### src/rtl/sorted_stream_tx_if.sv
`default_nettype none
// ============================================================================
//  Module      : sorted_stream_tx_if
//  Description : 4-bit element stream with valid/ready handshake and a
//                last-beat marker, carried from sorted_stream_tx downstream.
//  Revision    : 1.0 - initial release
// ============================================================================
interface sorted_stream_tx_if;
    logic [3:0] data;
    logic       valid;
    logic       last;
    logic       ready;

    // Producer side drives the beat, consumer side drives ready.
    modport master (output data, output valid, output last, input ready);
    modport slave  (input data, input valid, input last, output ready);
endinterface
`default_nettype wire

### src/rtl/sorted_stream_tx.sv
`default_nettype none
// ============================================================================
//  Module      : sorted_stream_tx
//  Description : Captures the sorter's 8x4-bit result word on the rising edge
//                of its valid level, re-checks non-decreasing order, then
//                streams the 8 elements out one per handshake beat.
//  Revision    : 1.0 - initial release
// ============================================================================
module sorted_stream_tx (
    input  wire logic        clk_i,
    input  wire logic        rst_i,
    input  wire logic        valid_i,
    input  wire logic [31:0] nums_i,
    sorted_stream_tx_if.master tx,
    output logic             sorted_err_o,
    output logic             done_o
);

    localparam logic [1:0] c_IDLE  = 2'd0;
    localparam logic [1:0] c_CHECK = 2'd1;
    localparam logic [1:0] c_SEND  = 2'd2;
    localparam logic [1:0] c_DONE  = 2'd3;

    logic [1:0]  r_state;
    logic [31:0] r_buf;
    logic [2:0]  r_idx;
    logic        r_valid_q;
    logic        r_err;

    logic        w_rise;
    logic [2:0]  w_idx_nxt;
    logic [3:0]  w_cur;
    logic [3:0]  w_nxt;
    logic        w_sending;
    logic        w_accept;

    // Element k lives at bits [4k+3:4k]; the neighbour index wraps harmlessly
    // at 7 because the comparison is only used while idx is 0..6.
    assign w_rise    = valid_i & ~r_valid_q;
    assign w_idx_nxt = r_idx + 3'd1;
    assign w_cur     = r_buf[{r_idx, 2'b00} +: 4];
    assign w_nxt     = r_buf[{w_idx_nxt, 2'b00} +: 4];
    assign w_sending = (r_state == c_SEND);
    assign w_accept  = w_sending & tx.ready;

    // Delayed copy of the sorter valid level, used for rising-edge detection.
    // It tracks in every state so edges arriving while busy are consumed.
    always_ff @(posedge clk_i) begin
        if (rst_i) begin
            r_valid_q <= 1'b0;
        end else begin
            r_valid_q <= valid_i;
        end
    end

    // Main control: capture, order check, streaming and re-arm.
    always_ff @(posedge clk_i) begin
        if (rst_i) begin
            r_state <= c_IDLE;
            r_buf   <= 32'd0;
            r_idx   <= 3'd0;
            r_err   <= 1'b0;
        end else begin
            case (r_state)
                c_IDLE: begin
                    if (w_rise) begin
                        r_buf   <= nums_i;
                        r_idx   <= 3'd0;
                        r_err   <= 1'b0;
                        r_state <= c_CHECK;
                    end
                end
                c_CHECK: begin
                    if (w_cur > w_nxt) begin
                        r_err <= 1'b1;
                    end
                    if (r_idx == 3'd6) begin
                        r_idx   <= 3'd0;
                        r_state <= c_SEND;
                    end else begin
                        r_idx <= w_idx_nxt;
                    end
                end
                c_SEND: begin
                    if (w_accept) begin
                        if (r_idx == 3'd7) begin
                            r_state <= c_DONE;
                        end else begin
                            r_idx <= w_idx_nxt;
                        end
                    end
                end
                c_DONE: begin
                    if (!valid_i) begin
                        r_state <= c_IDLE;
                    end
                end
                default: begin
                    r_state <= c_IDLE;
                end
            endcase
        end
    end

    // Outputs decode registered state only; data is forced to zero when no
    // beat is being offered.
    assign tx.valid     = w_sending;
    assign tx.data      = w_sending ? w_cur : 4'd0;
    assign tx.last      = w_sending && (r_idx == 3'd7);
    assign done_o       = (r_state == c_DONE);
    assign sorted_err_o = r_err;

endmodule
`default_nettype wire

### src/flat_wrapper.sv
// flat-port wrapper written by rule: the top's interface ports become plain ports
module sorted_stream_tx_flat 
  (clk_i, rst_i, valid_i, nums_i, sorted_err_o, done_o, tx_data, tx_valid, tx_last, tx_ready);
  sorted_stream_tx_if tx_i ();
  input  wire logic clk_i;
  input  wire logic rst_i;
  input  wire logic valid_i;
  input  wire logic [31:0] nums_i;
  output logic sorted_err_o;
  output logic done_o;
  output wire logic [$bits(tx_i.data)-1:0] tx_data;
  output wire logic [$bits(tx_i.valid)-1:0] tx_valid;
  output wire logic [$bits(tx_i.last)-1:0] tx_last;
  input wire logic [$bits(tx_i.ready)-1:0] tx_ready;
  assign tx_data = tx_i.data;
  assign tx_valid = tx_i.valid;
  assign tx_last = tx_i.last;
  assign tx_i.ready = tx_ready;
  sorted_stream_tx u_core (.clk_i(clk_i), .rst_i(rst_i), .valid_i(valid_i), .nums_i(nums_i), .tx(tx_i), .sorted_err_o(sorted_err_o), .done_o(done_o));
endmodule
### config.mk
export PLATFORM = sky130hd
export DESIGN_NAME = sorted_stream_tx_flat
export DESIGN_NICKNAME = d
export VERILOG_FILES = /design/src/rtl/sorted_stream_tx_if.sv /design/src/rtl/sorted_stream_tx.sv /design/src/flat_wrapper.sv
export SDC_FILE = /design/constraint.sdc
export NUM_CORES = 1
export LEC_CHECK = 0
export CORE_AREA = 2 2 68 70
export CTS_BUF_LIST = sky130_fd_sc_hd__clkbuf_8
export DETAILED_ROUTE_END_ITERATION = 6
export DIE_AREA = 0 0 70 72
export PLACE_DENSITY = 0.79
export SYNTH_ARGS = -nofsm -noshare
export SYNTH_HDL_FRONTEND = slang
export SYNTH_SLANG_ARGS = --single-unit
### constraint.sdc
create_clock -name clk_i -period 3.5 [get_ports clk_i]
set_clock_uncertainty 0.1 [all_clocks]
set_input_delay 0.35 -clock clk_i [delete_from_list [all_inputs] [get_ports clk_i]]
set_output_delay 0.35 -clock clk_i [all_outputs]
set_load 0.1 [all_outputs]
==> results.toml <==
[status]
status = "completed"

[worst_setup_path]
crit_family = "buffers and inverters"
slowest_delay_ps = 450
crit_chain = "buf_4 -> mux2_2 -> o22ai_1 -> a221oi_1 -> and2_1 -> buf_4"
critPathKind = "reg -> out"
worstSetupStartpointType = "register"
cp.buffers_inverters = 2
cp_max_fo = 25
cp.required_ps = 3050
cpMaxStageDelayCell = "a221oi_1"
cp-end-kind = "output port"
path_common_cell = "buf_4"
cp.arrival_ps = 2210

[logic_synthesis]
syn_inst = 248
synth_cell_types = 40
synth_area_leaders = "dfxtp_1 (36%), nand2_1 (11%), a21oi_1 (7.5%), ha_1 (6.3%), mux2i_1 (5.9%)"
ys_seq_area_frac = 0.356
synth_seq_cells = 39
synth_top_area_cell = "dfxtp_1"
syn_nets = 295
synthFlopType = "dfxtp_1"
ys_async_sr_fraction = 0
avgSynthCellArea_um2 = 8.85
yosys_warnings = 0
yosys-top-cells-count = "nand2_1 (66), dfxtp_1 (39), a21oi_1 (33)"
synth-edff-count = 0
yosysMostFrequentCell = "nand2_1"
netlist_area_um2 = 2200
synth_top_cell_area_share = 0.356

[clocking]
ctsHoldBuffers = 0
postCtsSetupBuffers = 0
cts-buffers-inserted = 5
insertion_delay_ps = 300
cts_resized = 0
cts_sinks = 39
cts_root_buf = "clkbuf_8"
clkSlewWorstSetupHoldPaths_ps = 70
htree_levels = 2
clock_path_buffers = 2
tritoncts = "done"

[timing]
fin_crit_ps = 2660
setup_violations = 0
slew_headroom = 0.350
setup_ws_ps = 843
final_hold_viol_count = 0
period_share = 0.759
drv_slew = 0
tightest_slew_ps = 973
rsz0062_at_grt = "false"
max_clock_freq_mhz = 376
final.setup.tns_ps = 0

[global_routing]
grt_overflow = 0
met2_usage = 0.335
antenna_found_initial = 0
first_global_vias = 1727
gr-max-usage-layer = "met2"
grt_max_degree = 41
grt.met1_usage = 0.248
grt_use_total = 0.200
use_met3 = 0.0389
grt_pass1_wl_mm = 7.92

[detailed_routing]
drcViolationCount = 0
vias_per_cell = 5.55
drtAntennaViolNets = 0
vias = 1869
first_iter_violations = 62
routed_wl_mm = 4.72
post_drt_wl_per_cell_um = 14.0
first_pass_iters = 4

[layout]
fin_cells = 337
layout-drive-gt1-share = 0.112
syn_to_final_growth_pct = 23.4
final_nets = 332
n_antenna_cell = 0

[place]
hpwl_mm = 3.52
place_congestion = 0.912
place_inst = 330
io_buffers = 43
dp_slack_ps = 895

[die]
fp.dieW_um = 70
ioPinCount = 44
die_h_um = 72
die_area_um2 = 5040
start_util = 0.515
core_area_um2 = 4260
placementRows = 24

[power]
peakVddDrop_mv = 0.261
leakagePower_nw = 1.05
cellPowerDensity_nw_per_um2 = 555

[flow_run]
max_cap_violations = 0

[hold_path]
hp-class = "reg -> reg"
[area by class of cell]
type	count	area, um^2
inverters	7	26.3
well taps	52	65.1
fillers	378	1550
multi-input cells	186	1290
clock buffers	5	68.8
repair buffers	46	438
clock inverters	2	37.5
flip-flops and latches	39	781
[state kept, by name (all words and copies together), names as in the netlist]
| signal | cells |
|---|---|
| u_core.r_buf | 32 |
| u_core.r_valid_q | 1 |
| u_core.r_state | 2 |
| u_core.sorted_err_o | 1 |
| u_core.r_idx | 3 |
[metal layers]
metal	part of all wire	vias to the layer above
li1	-	939
met1	0.44	878
met2	0.50	42
met3	0.043	10
met4	0.019	0
met5	0	-
[placed cells by master (no fill, tap or decap), types with 3 or more instances in the layout]
master           instances
mux2i_1                 13
o22ai_1                  3
mux4_1                   4
nand2b_1                 5
mux2_2                   7
and2_1                   4
a221oi_1                 3
nand2_1                 66
nor2_1                   5
buf_4                    9
dfxtp_1                 39
clkdlybuf4s50_1         37
nor2b_1                  3
a21oi_1                 33
mux4_2                   4
clkbuf_8                 5
ha_1                    11
inv_1                    7
[report_power, final]
group	leakage, nW	switching [mW]	total [mW]	internal, mW
Combinational	0.683	0.331	0.576	0.245
Clock	0.0502	0.154	0.362	0.208
Sequential	0.319	0.0535	0.565	0.512
[cell families after synthesis]
family | synth area share
compound gates | 0.152
fa+ha+maj | 0.0627
buf+inv | 0.0564
flops | 0.356
mux | 0.191
simple gates | 0.183
[worst reg2reg max path: cells and delay by family, from the launching register on]
family	cells	cell delay [ps]
multiplexers	2	850
adder cells (fa/ha/maj)	2	680
flip-flops	1	340
AO/OA/AOI/OAI	2	310
AND/OR/NAND/NOR	2	190
buffers and inverters	1	70
[metrics by stage]
stage          utilization  power, mW  hold slack (ps)  area [um^2]
2_1_floorplan            -       1.02              341         2200
3_3_place_gp         0.611       1.14              350         2600
3_5_place_dp         0.611       1.16              358         2600
4_1_cts              0.636       1.52              368         2710
5_1_grt              0.636       1.60              386         2710
6_report             0.636       1.50              363         2710
[path summary, 6_finish.rpt]
| path | from | to | slack (ps) | depth (start not counted) |
|---|---|---|---|---|
| min | u_core.r_buf[26] | u_core.r_buf[26] | 360 | 2 |
| min reg2reg | u_core.r_buf[26] | u_core.r_buf[26] | 360 | 2 |
| max | u_core.r_idx[0] | tx_data[1] | 840 | 6 |
| max reg2reg | u_core.r_idx[0] | u_core.sorted_err_o | 880 | 9 |
Power figures use the tool's default switching activity.
==> RTL change 1, RTL diff (same settings) <==
Put one more register stage on the output `sorted_err_o`, with the module's reset. The value now appears one clock later. The other outputs are not delayed to match.
--- a/src/rtl/sorted_stream_tx.sv
+++ b/src/rtl/sorted_stream_tx.sv
@@ -109,5 +109,11 @@
     assign tx.last      = w_sending && (r_idx == 3'd7);
     assign done_o       = (r_state == c_DONE);
-    assign sorted_err_o = r_err;
+    always_ff @(posedge clk_i) begin
+        if (rst_i) begin
+            sorted_err_o <= '0;
+        end else begin
+            sorted_err_o <= r_err;
+        end
+    end
 
 endmodule
Formal check against the unedited RTL: not equivalent (a bounded check fails within 4 cycles, from zero or initial values and one cycle with rst_i high).
==> RTL change 1 against the original RTL <==
- final area grew 1.0%
- setup slack gained 0.0063 ns
- clock power grew 1%
- sequential cell count grew 1
- synthesized cell count grew 0.81%
- power grew 0.72%
- routed wire length grew 0.83%
- first-iteration DRC count is the same
- synthesized area grew 1.2%
- critical path type is now reg2reg
- critical endpoint is now u_core.r_err
- largest cell class unchanged
- highest routed layer unchanged
==> RTL change 1: results (changes against the original RTL) <==
grt:
  use_met3_pct: 4.44  # +0.56 points
  globalRouteMet2Util_pct: 33.7  # +0.11 points
  grt_pass1_vias: 1814  # +5.0%
  grtUsageTotal_pct: 20.7  # +0.69 points
synth:
  yosys-top-cells-area: "dfxtp_1, nand2_1, a21oi_1"
  ys_top_cells_by_count: "nand2_1, dfxtp_1, a21oi_1"
  yosysSeqAreaShare_pct: 36.0  # +0.48 points
place:
  gp_congestion: 0.962  # +5.5%
  placed_cells_incl_taps: 332  # +0.61%
  hpwlAfterDp_um: 3610  # +2.5%
critical_path:
  rr_endpoint: "u_core.r_err"
  arrival_ns: 2.75  # +0.54 ns
  end_kind: "flop"
  cp_max_fo: 9  # -64%
layout:
  drive_above_1_share_pct: 11.1  # -0.12 points
  finalNonFillerCells: 340  # +0.89%
pwr:
  p_leak_nw: 1.07  # +1.8%
  swShare_pct: 35.5  # -0.32 points
  pg_comb_uw: 569  # -1%
  clk-power_uw: 367  # +1%
  vdd_ir_drop_max_mv: 0.259  # -1.1%
route:
  post_drt_wl_per_cell_um: 14.0  # about the same
  met3_length_um: 219  # +7.9%
  via_count: 1888  # +1.0%
  drt-met1-wl_um: 2130  # +2.3%
outcome:
  status: "complete, no violations"
RTL change 1: changes by cell type after synthesis, sizes merged:
cell and delta:
dfxtp +1, nor2b +1
RTL change 1: worst min path at each step:
stage                                 from             endpoint  cells after the start
after floorplan           u_core.r_buf[21]     u_core.r_buf[21]                      2
after detailed placement   u_core.r_buf[4]      u_core.r_buf[4]                      2
after CTS                  u_core.r_buf[4]      u_core.r_buf[4]                      2
after global placement    u_core.r_buf[25]     u_core.r_buf[25]                      2
after global routing          u_core.r_err  u_core.sorted_err_o                      1
final                     u_core.r_buf[17]     u_core.r_buf[17]                      2
RTL change 1: cells by family (layout without fill, tap and decap cells):
logic type	Yosys count	in the layout	share of synthesized area, %
compound gates	53	53	15.0
mux	29	29	18.9
buf+inv	23	61	5.57
simple gates	94	94	18.4
fa+ha+maj	11	11	6.19
flops	40	40	36.0
RTL change 1: critical path: stages (launching register included):
cell and delay [ns]:
dfxtp_1 0.35, inv_1 0.08, ha_1 0.52, mux4_2 0.56
mux2_4 0.28, ha_1 0.19, nand2b_1 0.14, a21oi_1 0.14
nor3_1 0.06, a211oi_1 0.16
RTL change 1: metrics by stage:
stage | setup WS (ns) | hold WS (ns) | utilization (%) | area (um2)
6_report | 0.850 | 0.374 | 64.2 | 2740
3_5_place_dp | 0.843 | 0.365 | 61.7 | 2630
5_1_grt | 0.667 | 0.396 | 64.2 | 2740
3_3_place_gp | 0.998 | 0.353 | 61.7 | 2630
4_1_cts | 0.838 | 0.375 | 64.2 | 2740
2_1_floorplan | 0.301 | 0.341 | - | 2220
RTL change 1: final cells by class:
type	instances	area (um2)
tap	52	65.1
timing repair buffer	46	438
sequential	40	801
multi-input combinational	187	1300
clock buffer	5	68.8
fill	374	1530
clock inverter	3	38.8
inverter	7	26.3
==> RTL change 2, RTL diff (same flow settings) <==
Without the edit above. Make the reset (`rst_i`) asynchronous in 2 clocked blocks.
--- a/src/rtl/sorted_stream_tx.sv
+++ b/src/rtl/sorted_stream_tx.sv
@@ -46,5 +46,5 @@
     // Delayed copy of the sorter valid level, used for rising-edge detection.
     // It tracks in every state so edges arriving while busy are consumed.
-    always_ff @(posedge clk_i) begin
+    always_ff @(posedge clk_i or posedge rst_i) begin
         if (rst_i) begin
             r_valid_q <= 1'b0;
@@ -55,5 +55,5 @@
 
     // Main control: capture, order check, streaming and re-arm.
-    always_ff @(posedge clk_i) begin
+    always_ff @(posedge clk_i or posedge rst_i) begin
         if (rst_i) begin
             r_state <= c_IDLE;
Behaviour: differs if rst_i is asserted again (counterexample within 4 cycles, from zero or initial values and one cycle with rst_i high); with rst_i held inactive, the same outputs for 10 cycles.
==> RTL change 2 against the original RTL <==
- count of clock-buffer cells in the layout is the same
- sequential cell count stayed put
- setup slack lost 0.14 ns
- routed wire length fell by 2.1%
- synthesized area up 3.0%
- final area is 3.1% higher
Power is not compared: it rests on default switching activity, and its combinational part moved more than twofold at a synthesized area within 25%.
==> RTL change 2: results (changes against the original RTL) <==
layout:
  final_nets: 263  # -21%
  fill_cells: 310  # -18%
  finalNonFillerCells: 269  # -20%
  clkCellAreaFrac_pct: 3.00  # -0.93 points
  multi_input_area_mm2: 0.00120  # -7.4%
  nNonClkBuffers: 47  # +2.2%
  antenna_cells: 0  # unchanged
  drive_above_1_share_pct: 20.7  # +9.5 points
  comb.multi_input.count: 116  # -38%
  top_regs: "u_core.r_buf: 32 flops, u_core.r_idx: 3 flops, u_core.r_state: 2 flops"
synth:
  synth_cell_types: 29  # -28%
  ys_async_sr_fraction_pct: 100  # +100 points
  yosys-top-cells-area: "dfrtp_1, mux2_1, mux4_2"
  yosysSeqAreaShare_pct: 43.1  # +7.6 points
  ys_top_cells_by_count: "dfrtp_1, mux2_1, mux2_2"
  synth_compound_area_share_pct: 6.31  # -8.9 points
  synthAdderAreaFrac_pct: 6.08  # -0.18 points
  synth_cells: 169  # -32%
  synthMuxAreaShare_pct: 35.2  # +16 points
  synth.top_cell.area_share_pct: 43.1  # +7.6 points
  synth_fp_nets: 216  # -27%
  syn_avg_cell_area_um2: 13.4  # +51%
critical_path:
  r2r-start: "u_core.r_idx[0]"
  arrival_ns: 2.35  # +0.14 ns
  endpoint: "tx_data[2]"
  regToRegSetupSlack_ns: 0.73  # -0.15 ns
route:
  via_per_inst: 5.67  # +2.2%
  dr.first_iter.drc_count: 27  # -56%
  routed_wl_um: 4620  # -2.1%
hold_path:
  hp-class: "in2async"
grt:
  grt_max_degree: 22  # -46%
  grt_pass1_wl_um: 8120  # +2.5%
  grtUsageTotal_pct: 20.7  # +0.69 points
place:
  hpwlAfterDp_um: 3690  # +4.7%
  gp_congestion: 0.880  # -3.5%
  post-place-ws_ns: 0.748  # -0.147 ns
  place_area_mm2: 0.00271  # +4.1%
sta:
  tightest_slew_ns: 0.960  # -0.0130 ns
  holdWs_ns: 0.397  # +0.0344 ns
  setup_slack_ns: 0.702  # -0.142 ns
clock_network:
  cts_num_sinks: 39  # unchanged
outcome:
  status: "complete, no violations"
-- RTL change 2: changes by cell type after synthesis, sizes merged, moves of 7 or more --
| cell | delta |
|---|---|
| dfrtp | +39 |
| nand2 | -59 |
| mux2 | +36 |
| clkbuf | -7 |
| a21oi | -32 |
| dfxtp | -39 |
-- RTL change 2: critical path, stage by stage, from the launching register on --
cell and delay, ns:
dfrtp_1 0.59, buf_4 0.37, mux2_1 0.36, o22ai_1 0.23, a221oi_2 0.08, and2_1 0.18, buf_4 0.23
-- RTL change 2: layer usage --
layer | wire length, um | global-route usage (%) | share of wire (%) | up-vias
li1 | - | - | - | 718
met1 | 1890 | 24.4 | 41 | 756
met2 | 2430 | 36.7 | 53 | 41
met3 | 217 | 5.28 | 4.7 | 10
met4 | 82 | 7.91 | 1.8 | 0
met5 | 0 | 0 | 0 | -
-- RTL change 2: power breakdown --
group | internal [mW] | switching [mW]
Sequential | 0.669 | 0.190
Combinational | 0.726 | 0.880
Clock | 0.136 | 0.154
Total | 1.53 | 1.22
